==> src/rtl/irq_pkg.sv <==
// -----------------------------------------------------------------------------
// irq_pkg
// Shared constants and helpers for the interrupt flag (IF) unit that sits in
// front of the SM83 core.
//
// Contents:
//   IRQ_VBL .. IRQ_JOYP : bit positions of each source inside IF / CPU_IRQ_TRIG
//   IRQ_IF_ADDR         : bus address of the IF register (0xFF0F)
//   IRQ_NUM_SRC         : number of implemented IF bits
//   IRQ_IF_W            : physical width of the IF register
//   IRQ_SYNC_RST        : reset value of the joypad synchronizer flops
//   irq_vec_t           : one bit per interrupt source
//   irq_impl_mask()     : mask of implemented IF bits for a given source count
// -----------------------------------------------------------------------------
package irq_pkg;

  // Bit positions inside IF and the pending vector.
  localparam int IRQ_VBL    = 0;
  localparam int IRQ_STAT   = 1;
  localparam int IRQ_TIMER  = 2;
  localparam int IRQ_SERIAL = 3;
  localparam int IRQ_JOYP   = 4;

  // Register map and sizing.
  localparam logic [15:0] IRQ_IF_ADDR = 16'hFF0F;
  localparam int unsigned IRQ_NUM_SRC = 5;
  localparam int unsigned IRQ_IF_W    = 5;

  // Joypad lines are active-low, so the idle (no key) value is all ones.
  localparam logic [3:0] IRQ_SYNC_RST = 4'hF;

  typedef logic [IRQ_IF_W-1:0] irq_vec_t;

  // Mask with a 1 for every implemented IF bit (bits below numSrc).
  function automatic irq_vec_t irq_impl_mask(input int unsigned numSrc);
    irq_vec_t mask;
    mask = '0;
    for (int unsigned i = 0; i < IRQ_IF_W; i++) begin
      if (i < numSrc) begin
        mask[i] = 1'b1;
      end
    end
    return mask;
  endfunction

endpackage

==> src/rtl/irq_edge_detect.sv <==
// -----------------------------------------------------------------------------
// irq_edge_detect
// Registers the previous value of a bus of signals and reports, per bit, a
// single-cycle pulse when the bit changes in the selected direction. The edge
// output is combinational from the current input and the stored previous
// value, so it adds no latency beyond the one register.
//
// Parameters:
//   WIDTH   : number of bits watched
//   RST_VAL : value of the previous-value register while in reset; choose the
//             idle level of the input so release of reset creates no edge
//   RISING  : 1 = detect 0->1, 0 = detect 1->0
//
// Ports:
//   clk_i   : clock, rising edge
//   rst_ni  : asynchronous active-low reset
//   sig_i   : signals to watch (must be synchronous to clk_i)
//   edge_o  : per-bit edge pulse
// -----------------------------------------------------------------------------
module irq_edge_detect #(
  parameter int unsigned           WIDTH   = 1,
  parameter logic [WIDTH-1:0]      RST_VAL = '0,
  parameter bit                    RISING  = 1'b1
) (
  input  logic             clk_i,
  input  logic             rst_ni,
  input  logic [WIDTH-1:0] sig_i,
  output logic [WIDTH-1:0] edge_o
);

  logic [WIDTH-1:0] prev_q;

  always_ff @(posedge clk_i or negedge rst_ni) begin
    if (!rst_ni) begin
      prev_q <= RST_VAL;
    end else begin
      prev_q <= sig_i;
    end
  end

  generate
    if (RISING) begin : g_rise
      assign edge_o = sig_i & ~prev_q;
    end else begin : g_fall
      assign edge_o = ~sig_i & prev_q;
    end
  endgenerate

endmodule

==> src/rtl/irq_flag_unit.sv <==
// -----------------------------------------------------------------------------
// irq_flag_unit
// Interrupt flag (IF) register for the SM83 core. Latches edges of the VBlank,
// STAT, Timer, Serial and Joypad requests into IF, presents IF to the core as
// the pending vector, clears bits on acknowledge, and maps IF onto the core
// bus at IF_ADDR (0xFF0F).
//
// Optional feature macro: IRQ_WAKE_EN
//   defined   : WAKE is a registered "any key held" flag for STOP-mode wake
//   undefined : WAKE is tied low and its flop is not built
//
// Parameters:
//   NUM_SRC : implemented IF bits (1..5); higher bits read as 1, never pend
//   IF_ADDR : bus address of IF
//
// Ports:
//   CLK          : system clock, rising edge
//   nRESET       : asynchronous active-low reset
//   REQ_VBL      : VBlank request level (synchronous)
//   REQ_STAT     : STAT request level (synchronous)
//   REQ_TIMER    : timer overflow request level (synchronous)
//   REQ_SERIAL   : serial complete request level (synchronous)
//   nJOYP[3:0]   : joypad matrix lines, active low, asynchronous
//   A[15:0]      : core address bus
//   D_IN[7:0]    : core write data
//   D_OUT[7:0]   : read data (0 when not driving)
//   D_OE         : read-drive enable
//   RD / WR      : core read / write strobes
//   MMIO_REQ     : address is in 0xFExx / 0xFFxx
//   CPU_IRQ_TRIG : pending vector to the core
//   CPU_IRQ_ACK  : acknowledge from the core, one bit per source
//   WAKE         : STOP-mode wake to the core
// -----------------------------------------------------------------------------
module irq_flag_unit
  import irq_pkg::*;
#(
  parameter int unsigned NUM_SRC = IRQ_NUM_SRC,
  parameter logic [15:0] IF_ADDR = IRQ_IF_ADDR
) (
  input  logic        CLK,
  input  logic        nRESET,
  input  logic        REQ_VBL,
  input  logic        REQ_STAT,
  input  logic        REQ_TIMER,
  input  logic        REQ_SERIAL,
  input  logic [3:0]  nJOYP,
  input  logic [15:0] A,
  input  logic [7:0]  D_IN,
  output logic [7:0]  D_OUT,
  output logic        D_OE,
  input  logic        RD,
  input  logic        WR,
  input  logic        MMIO_REQ,
  output logic [7:0]  CPU_IRQ_TRIG,
  input  logic [7:0]  CPU_IRQ_ACK,
  output logic        WAKE
);

  localparam irq_vec_t IMPL_MASK = irq_impl_mask(NUM_SRC);

  irq_vec_t   if_q;
  irq_vec_t   if_d;
  irq_vec_t   rise;
  logic [3:0] syncReq;
  logic [3:0] syncRise;
  logic [3:0] joySync1_q;
  logic [3:0] joySync2_q;
  logic       joyAllHi;
  logic       joyFall;
  logic       regSel;
  logic       unusedBits;

  // Upper ack and write-data bits have no IF storage behind them.
  assign unusedBits = ^{CPU_IRQ_ACK[7:5], D_IN[7:5]};

  // ---------------------------------------------------------------------------
  // Synchronous sources: one rising-edge detector for all four.
  // ---------------------------------------------------------------------------
  always_comb begin
    syncReq             = '0;
    syncReq[IRQ_VBL]    = REQ_VBL;
    syncReq[IRQ_STAT]   = REQ_STAT;
    syncReq[IRQ_TIMER]  = REQ_TIMER;
    syncReq[IRQ_SERIAL] = REQ_SERIAL;
  end

  irq_edge_detect #(
    .WIDTH   (4),
    .RST_VAL (4'h0),
    .RISING  (1'b1)
  ) u_sync_edge (
    .clk_i  (CLK),
    .rst_ni (nRESET),
    .sig_i  (syncReq),
    .edge_o (syncRise)
  );

  // ---------------------------------------------------------------------------
  // Joypad: two-flop synchronizer, resetting to the idle (all released) value
  // so that leaving reset never looks like a key press.
  // ---------------------------------------------------------------------------
  always_ff @(posedge CLK or negedge nRESET) begin
    if (!nRESET) begin
      joySync1_q <= IRQ_SYNC_RST;
      joySync2_q <= IRQ_SYNC_RST;
    end else begin
      joySync1_q <= nJOYP;
      joySync2_q <= joySync1_q;
    end
  end

  assign joyAllHi = &joySync2_q;

  // A key newly pressed while none were held pulls joyAllHi low; a second key
  // pressed while another is held produces no new request.
  irq_edge_detect #(
    .WIDTH   (1),
    .RST_VAL (1'b1),
    .RISING  (1'b0)
  ) u_joy_edge (
    .clk_i  (CLK),
    .rst_ni (nRESET),
    .sig_i  (joyAllHi),
    .edge_o (joyFall)
  );

  always_comb begin
    rise         = '0;
    rise[3:0]    = syncRise;
    rise[IRQ_JOYP] = joyFall;
    rise         = rise & IMPL_MASK;
  end

  // ---------------------------------------------------------------------------
  // IF next state. Order gives request > ack > CPU write, so an edge arriving
  // on the same clock as an ack or write of that bit is never lost.
  // ---------------------------------------------------------------------------
  assign regSel = MMIO_REQ & (A == IF_ADDR);

  always_comb begin
    if_d = if_q;
    if (WR && regSel) begin
      if_d = D_IN[IRQ_IF_W-1:0];
    end
    if_d = if_d & ~CPU_IRQ_ACK[IRQ_IF_W-1:0];
    if_d = if_d | rise;
    if_d = if_d & IMPL_MASK;
  end

  always_ff @(posedge CLK or negedge nRESET) begin
    if (!nRESET) begin
      if_q <= '0;
    end else begin
      if_q <= if_d;
    end
  end

  // ---------------------------------------------------------------------------
  // Outputs. Unimplemented bits never pend but read back as 1, like the
  // unused upper three bits. D_OE is gated by reset so the bus is released
  // for the whole reset period regardless of the strobes.
  // ---------------------------------------------------------------------------
  assign CPU_IRQ_TRIG = {3'b000, if_q & IMPL_MASK};
  assign D_OE         = RD & regSel & nRESET;
  assign D_OUT        = D_OE ? {3'b111, if_q | ~IMPL_MASK} : 8'h00;

`ifdef IRQ_WAKE_EN
  logic wake_q;

  // Level flag: high while any synchronized key is held, independent of IF.
  always_ff @(posedge CLK or negedge nRESET) begin
    if (!nRESET) begin
      wake_q <= 1'b0;
    end else begin
      wake_q <= ~joyAllHi;
    end
  end

  assign WAKE = wake_q;
`else
  assign WAKE = 1'b0;
`endif

endmodule
==> config.mk <==
export PLATFORM = sky130hd
export DESIGN_NAME = irq_flag_unit
export DESIGN_NICKNAME = d
export VERILOG_FILES = /design/src/rtl/irq_pkg.sv /design/src/rtl/irq_edge_detect.sv /design/src/rtl/irq_flag_unit.sv
export SDC_FILE = /design/constraint.sdc
export NUM_CORES = 1
export LEC_CHECK = 0
export CAP_MARGIN = 20
export CORE_ASPECT_RATIO = 1.4
export CORE_MARGIN = 2
export CORE_UTILIZATION = 25
export DETAILED_ROUTE_END_ITERATION = 8
export HOLD_SLACK_MARGIN = 0.1
export SETUP_SLACK_MARGIN = 0.15
export SLEW_MARGIN = 20
export SYNTH_ARGS = -nofsm -noshare
export SYNTH_HDL_FRONTEND = slang
export SYNTH_HIERARCHICAL = 1
export SYNTH_SLANG_ARGS = --single-unit
==> constraint.sdc <==
create_clock -name CLK -period 5.5 [get_ports CLK]
set_clock_uncertainty 0.2 [all_clocks]
set_input_delay 1.1 -clock CLK [delete_from_list [all_inputs] [get_ports CLK]]
set_output_delay 1.1 -clock CLK [all_outputs]
set_load 0.1 [all_outputs]
## After elaboration in Yosys (flattened, before gate mapping)

Index checks and enable logic that the tools add are counted.

- Output and inout port bits: 18
- Logic and storage cells: 20
- Flip-flop bits (word level): 18

- Multiplexer cells: 2
- Bitwise logic cells: 10
- Reduce and logical (&&, ||, !) cells: 2
- Eq/ne operators: 1

Operators with widths:

| cell | count |
|---|---|
| equality test 16 bit, second input constant | 1 |
| two-way mux 8 bit | 1 |
| AND 5 bit | 1 |
| two-way mux 5 bit | 1 |
| inverter 5 bit | 1 |
| OR 5 bit | 1 |
| AND 1 bit | 4 |
| AND 4 bit | 1 |
| inverter 4 bit | 1 |
| AND reduction 4 bit | 1 |
| logical AND 1 bit | 1 |
| inverter 1 bit | 1 |

## Depth between registers and ports, before layout

Gate-level depths: netlist of run 1.

- Word-level depth: 6
- Mapped depth: 4

## By module

Netlist of run 1, hierarchy kept.

Modules (own cells, without submodules):

| module | instances | cells each | area an instance (um^2) |
|---|---|---|---|
| irq_flag_unit | 1 | 53 | 636.9 |
| irq_edge_detect (u_sync_edge) | 1 | 8 | 155.1 |
| irq_edge_detect (u_joy_edge) | 1 | 2 | 40.0 |

## Worst setup path before layout of run 1

No wires, ideal clock.

- Path type: input -> output
- Start point: in A[5]
- End point: out D_OUT[0]
- Arrival: 4.870 ns
- Stages on the path: 4
- Setup slack: -0.670 ns
- Cells stage by stage: nor4_4 nand4_1 nor3_1 and2_1

- Longest elaborated chain between the ends: 5

RTL lines:

| element | line | RTL |
|---|---|---|
| start, declared | irq_flag_unit.sv:47 | `input logic [15:0] A,` |
| equality test 16 bit | irq_flag_unit.sv:138 | `assign regSel = MMIO_REQ & (A == IF_ADDR);` |
| AND 1 bit | irq_flag_unit.sv:138 |  |
| AND 1 bit (2 in a row) | irq_flag_unit.sv:164 | `assign D_OE = RD & regSel & nRESET;` |
| named net D_OE | irq_flag_unit.sv:50 | `output logic D_OE,` |
| two-way mux 8 bit | irq_flag_unit.sv:165 | `assign D_OUT = D_OE ? {3'b111, if_q \| ~IMPL_MASK} : 8'h00;` |
| end, declared | irq_flag_unit.sv:49 | `output logic [7:0] D_OUT,` |

The timed path passes the listed nets, and every way through them passes these cells.

## Final worst setup path of run 1

- Start point: in A[5]
- End point: out D_OUT[3]

- Longest elaborated chain between the ends: 5

RTL lines:

| element | line |
|---|---|
| equality test 16 bit | irq_flag_unit.sv:138 |
| AND 1 bit | irq_flag_unit.sv:138 |
| AND 1 bit (2 in a row) | irq_flag_unit.sv:164 |
| two-way mux 8 bit | irq_flag_unit.sv:165 |

Every way passes these cells.

==> results.toml, run 1 <==
[run_status]
status = "finished clean"

[timing]
maxSlewViolCount = 0
final.min_clock_period_ns = 4.243
finalSetupTns_ns = 0
fin_crit_sh_pct = 77.15
fin_ws_ns = 1.257
hold_viol_final = 0
finalSetupViolCount = 0
rsz0062_at_grt = "no"
fin_hold_ws_ns = 0.1549
slew_headroom_pct = 35.23
fmax_ghz = 0.2357
tightest_slew_ns = 0.9685

[power_and_ir_drop]
ir_worst_vdd_uv = 133.0
power.density_nw_per_um2 = 236.1
power.leakage_uw = 0.0005922

[cts]
cts_tree = "built"
cts.sinks = 18
clkTransAtPathRegs_ns = 0.06
clk_latency_ns = 0.24
holdBufCountCts = 0
h-tree-depth = 1
post_cts_resized = 0
cts_root_buf = "clkbuf_8"
cts_buffers = 3
cts.path.max_buffers = 2
postCtsSetupBuffers = 0

[critical_path]
critPathMaxFanout = 9
start_kind = "primary input"
arrival_ns = 2.94
r2r_setup_slack_ns = 4.12
path_cells = "clkdlybuf4s50_1, nor4_4, nand4_1, nor3_2, and2_1, buf_4"
r2r_cells = 3
cp_slowest_stage_delay_ns = 0.46
worstPathRequired_ns = 4.20
worst_setup_path_end_kind = "output port"
cpMaxStageDelayCell = "nor3_2"
crit_type = "in -> out"

[global_routing]
grt_pass1_vias = 672
grt-ovfl-total = 0
grt_first_pass_wirelength_microns = 3022
antenna_found_initial = 0
grt_max_degree = 20
grt_use_total_pct = 10.80

[floorplan]
core_area_sq_um = 3153
io_pins = 63
start_util_pct = 26.39
die_area_sq_um = 3812
die_w_microns = 52.76
die_height_microns = 72.26
row_count = 24

[layout]
drive_gt1_share_pct = 27.59
fin_area_sq_um = 1405
n_antenna_cell = 0
area_growth_pct = 68.87
nets = 162

[drt]
first_iter_violations = 5
first_pass_iters = 2
vias = 667
viasPerCell = 4.303
wl_per_cell_microns = 12.32
wirelength_microns = 1910
ant_nets = 0
drc = 0

[synthesis]
syn-cell-area_sq_um = 832.0
synth_warnings = 6
ys_types = 18
ys_ff_latch = 18
syn_avg_cell_area_sq_um = 13.21
synthCells = 63
yosysSeqAreaShare_pct = 55.49

[worst_hold_path]
min_path_type = "reg -> reg"
holdPathStages = 0

[place]
post-place-ws_ns = 1.202
place_hpwl_microns = 1549
gp_congestion = 0.6488
dpl-instance-area_sq_um = 1350
portBuffers = 52

[flow_run]
cap_violations = 0
## placed cells by master, fill, tap and decap left out
cell type and count:
nand3_1 1, nor2b_4 5, buf_4 10, clkbuf_8 4
or2_4 1, inv_1 5, clkdlybuf4s50_1 43, nor4_4 1
nor3_2 1, nand4_2 1, nor4b_1 5, dfrtp_1 9
nand2_1 1, a311o_1 5, and2_0 1, conb_1 4
dfstp_2 9, and2_1 5, nand4_1 2, and4_1 3
## power by group
part | leakage, uW | total (uW) | switching (uW) | internal (uW)
clock | 0.0000288 | 103 | 40.0 | 63.4
combinational | 0.000360 | 81.7 | 46.4 | 35.3
sequential | 0.000203 | 147 | 3.97 | 143
## sequential cells by signal, indices dropped and copies added, names as in the netlist
register,cells
joySync1_q,4
joySync2_q,4
if_q,5
u_sync_edge/prev_q,4
u_joy_edge/prev_q,1
## final cells by class
| class | instances | area [sq um] |
|---|---|---|
| sequential | 18 | 461.7 |
| multi-input combinational | 36 | 315.3 |
| timing repair buffer | 53 | 505.5 |
| inverter | 5 | 18.77 |
| tap | 39 | 48.80 |
| fill | 316 | 1748 |
| clock buffer | 4 | 55.05 |
## Yosys cell counts, drive strengths merged
library cell / n / share of area [%]
nor4b: 5 / 5.3
nor4: 1 / 2.6
a311o: 5 / 6.0
nor2b: 5 / 8.3
nand3: 1 / 0.60
dfstp: 9 / 28
or2: 1 / 1.1
nor3: 1 / 0.60
nand4: 3 / 3.0
buf: 7 / 6.3
dfrtp: 9 / 27
inv: 5 / 2.3
conb: 1 / 0.45
nand2: 1 / 0.45
and2: 6 / 4.5
and4: 3 / 3.2
## cells by family (layout without fill, tap and decap cells)
kind of cell	after synthesis	after routing	share of synthesized area, %
buffers and inverters	12	62	8.572
AOI/OAI and AO/OA	5	5	6.015
DFF	18	18	55.49
and+or+nand+nor	27	27	29.47
other	1	4	0.4507
## per-stage QoR
step	utilization (%)	std cells	power, uW
final	44.56	155	331.7
after CTS	44.56	155	337.4
after global placement	42.82	151	229.7
after global routing	44.56	155	347.6
after floorplan	-	66	193.3
after detailed placement	42.82	151	230.9
## critical path: cells and delay by family
| kind | cells | cell delay, ns |
|---|---|---|
| AND/OR/NAND/NOR | 4 | 1.11 |
| buffers and inverters | 2 | 0.72 |
## final timing paths
check                                    from                    end
worst max register to register  joySync2_q[2]                if_q[4]
min in group asynchronous              nRESET  u_sync_edge/prev_q[3]
worst min-delay path            joySync1_q[2]          joySync2_q[2]
worst min register to register  joySync1_q[2]          joySync2_q[2]
worst max-delay path                     A[5]               D_OUT[3]
max in group asynchronous              nRESET          joySync2_q[0]
## per-layer routing
| layer | global-route usage (%) | vias to the layer above | part of all wire [%] |
|---|---|---|---|
| met2 | 19.31 | 25 | 56 |
| met1 | 12.04 | 319 | 38 |
| li1 | - | 321 | - |
| met3 | 2.263 | 2 | 6.1 |
| met5 | 0 | - | 0 |
| met4 | 4.558 | 0 | 0.52 |
Note: power is estimated with default switching activity, not from simulation.
==> run 2: changes to the inputs <==
==> constraint.sdc (replaced) <==
create_clock -name CLK -period 3.8 [get_ports CLK]
set_clock_uncertainty 0.2 [all_clocks]
set_input_delay 0.76 -clock CLK [delete_from_list [all_inputs] [get_ports CLK]]
set_output_delay 0.76 -clock CLK [all_outputs]
set_load 0.1 [all_outputs]
==> results.toml, run 2 (synthesized netlist as in run 1, its figures left out) <==
[run_status]
status = "finished clean"

[layout]
layout_commonest_cell = "clkdlybuf4s50_1"
final_cell_mix = "43 x clkdlybuf4s50_1, 9 x dfrtp_1, 9 x dfstp_2, 9 x buf_12"
fin_area_sq_um = 1538
largest-register = "if_q"
largest_reg_flops = 5
fin_util_pct = 48.77
drive_gt1_share_pct = 32.48
final_cells = 156
n_antenna_cell = 0
nets = 163
area_growth_pct = 84.81

[global_routing]
grt-ovfl-total = 0
antenna_found_initial = 0
grt_use_total_pct = 12.53
grt_first_pass_wirelength_microns = 3463
grt_max_degree = 19
grt_pass1_vias = 770

[floorplan]
start_util_pct = 26.39
die_area_sq_um = 3812
io_pins = 63
die_w_microns = 52.76
row_count = 24
core_area_sq_um = 3153
die_height_microns = 72.26

[place]
dp.cells = 152
place_hpwl_microns = 1717
dpl-instance-area_sq_um = 1483
gp_congestion = 0.6943
portBuffers = 52

[critical_path]
path_cells = "clkdlybuf4s50_1, nor4_4, nand4_1, nor3_4, and2_2, buf_12"
start_kind = "primary input"
r2r-start = "joySync2_q[2]"
crit_type = "in -> out"
arrival_ns = 2.47
worst_setup_path_end_kind = "output port"
cpMaxStageDelayCell = "clkdlybuf4s50_1"
reg2reg_to = "if_q[4]"
cp_slowest_stage_delay_ns = 0.44
worstPathRequired_ns = 2.84
r2r_cells = 3
cp_num_buf_inv = 2
r2r_setup_slack_ns = 2.42
crit_family = "simple AND/OR/NAND/NOR gates"
critPathMaxFanout = 7

[cts]
postCtsSetupBuffers = 0
clkTransAtPathRegs_ns = 0.06
cts.sinks = 18
cts_buffers = 3
h-tree-depth = 1
cts_root_buf = "clkbuf_8"
cts.path.max_buffers = 2
post_cts_resized = 0
cts_tree = "built"
holdBufCountCts = 0
clk_latency_ns = 0.25

[power_and_ir_drop]
ir_worst_vdd_uv = 218.8
switching_share_pct = 27.82
power.leakage_uw = 0.0006381
clkPwrFrac_pct = 31.5
combPwrFrac_pct = 24.6
p_int_uw = 349.5
power.density_nw_per_um2 = 314.9
power_frac_seq_pct = 43.9
switchingPower_uw = 134.7

[drt]
ant_nets = 0
wirelength_microns = 2031
viasPerCell = 4.385
wl_per_cell_microns = 13.02
first_iter_violations = 3
vias = 684
first_pass_iters = 2
drc = 0

[worst_hold_path]
holdPathStages = 0
min_path_type = "reg -> reg"
hp-start = "joySync1_q[2]"
worstHoldEndpoint = "joySync2_q[2]"

[timing]
fmax_ghz = 0.2916
rsz0062_at_grt = "no"
maxSlewViolCount = 0
finalSetupViolCount = 0
final.min_clock_period_ns = 3.430
slew_headroom_pct = 33.20
finalSetupTns_ns = 0
fin_crit_sh_pct = 90.26
fin_hold_ws_ns = 0.1554
tightest_slew_ns = 0.9989
hold_viol_final = 0

[flow_run]
cap_violations = 0
==> run 2: cell count changes in the layout (fill, tap and decap cells not counted) <==
cell / before / now
buf_12: 0 / 9
nor3_4: 0 / 1
and2_1: 5 / 0
buf_4: 10 / 2
and2_2: 0 / 5
nor3_2: 1 / 0
==> run 2: worst max-delay path by stage <==
stage,start,endpoint,slack [ns],cells after the start
after floorplan,A[5],D_OUT[0],0.13,4
after global placement,A[5],D_OUT[0],0.35,6
after detailed placement,A[5],D_OUT[5],0.35,6
after CTS,A[5],D_OUT[0],0.35,6
after global routing,A[5],D_OUT[0],0.21,6
final,A[5],D_OUT[0],0.37,6
==> run 2: power by group through the flow <==
stage | Sequential, uW | Clock [uW] | Combinational [uW]
2_1_floorplan | 247 | 0 | 32.9
3_3_place_gp | 215 | 0 | 118
3_5_place_dp | 216 | 0 | 119
4_1_cts | 213 | 156 | 120
5_1_grt | 214 | 166 | 125
6_report | 213 | 153 | 119
==> run 2: cell type report <==
| class | count | area [sq um] |
|---|---|---|
| fill | 291 | 1615 |
| clock buffer | 4 | 55.05 |
| inverter | 5 | 18.77 |
| timing repair buffer | 54 | 625.6 |
| tap | 39 | 48.80 |
| multi-input combinational | 36 | 327.8 |
| sequential | 18 | 461.7 |
==> run 2: metrics by stage <==
stage	power (uW)	setup WS (ns)
global route	505.1	0.2136
CTS	489.1	0.3502
finish	484.2	0.3702
global placement	333.6	0.3545
floorplan	280.0	0.1280
detailed placement	335.4	0.3531
==> run 2: per-layer routing <==
metal	vias to the layer above	wire, microns	share of wire [%]	global-route usage [%]
li1	322	-	-	-
met1	323	675	33	13.51
met2	34	1128	56	21.39
met3	5	177	8.7	3.704
met4	0	50	2.5	6.838
met5	-	0	0	0
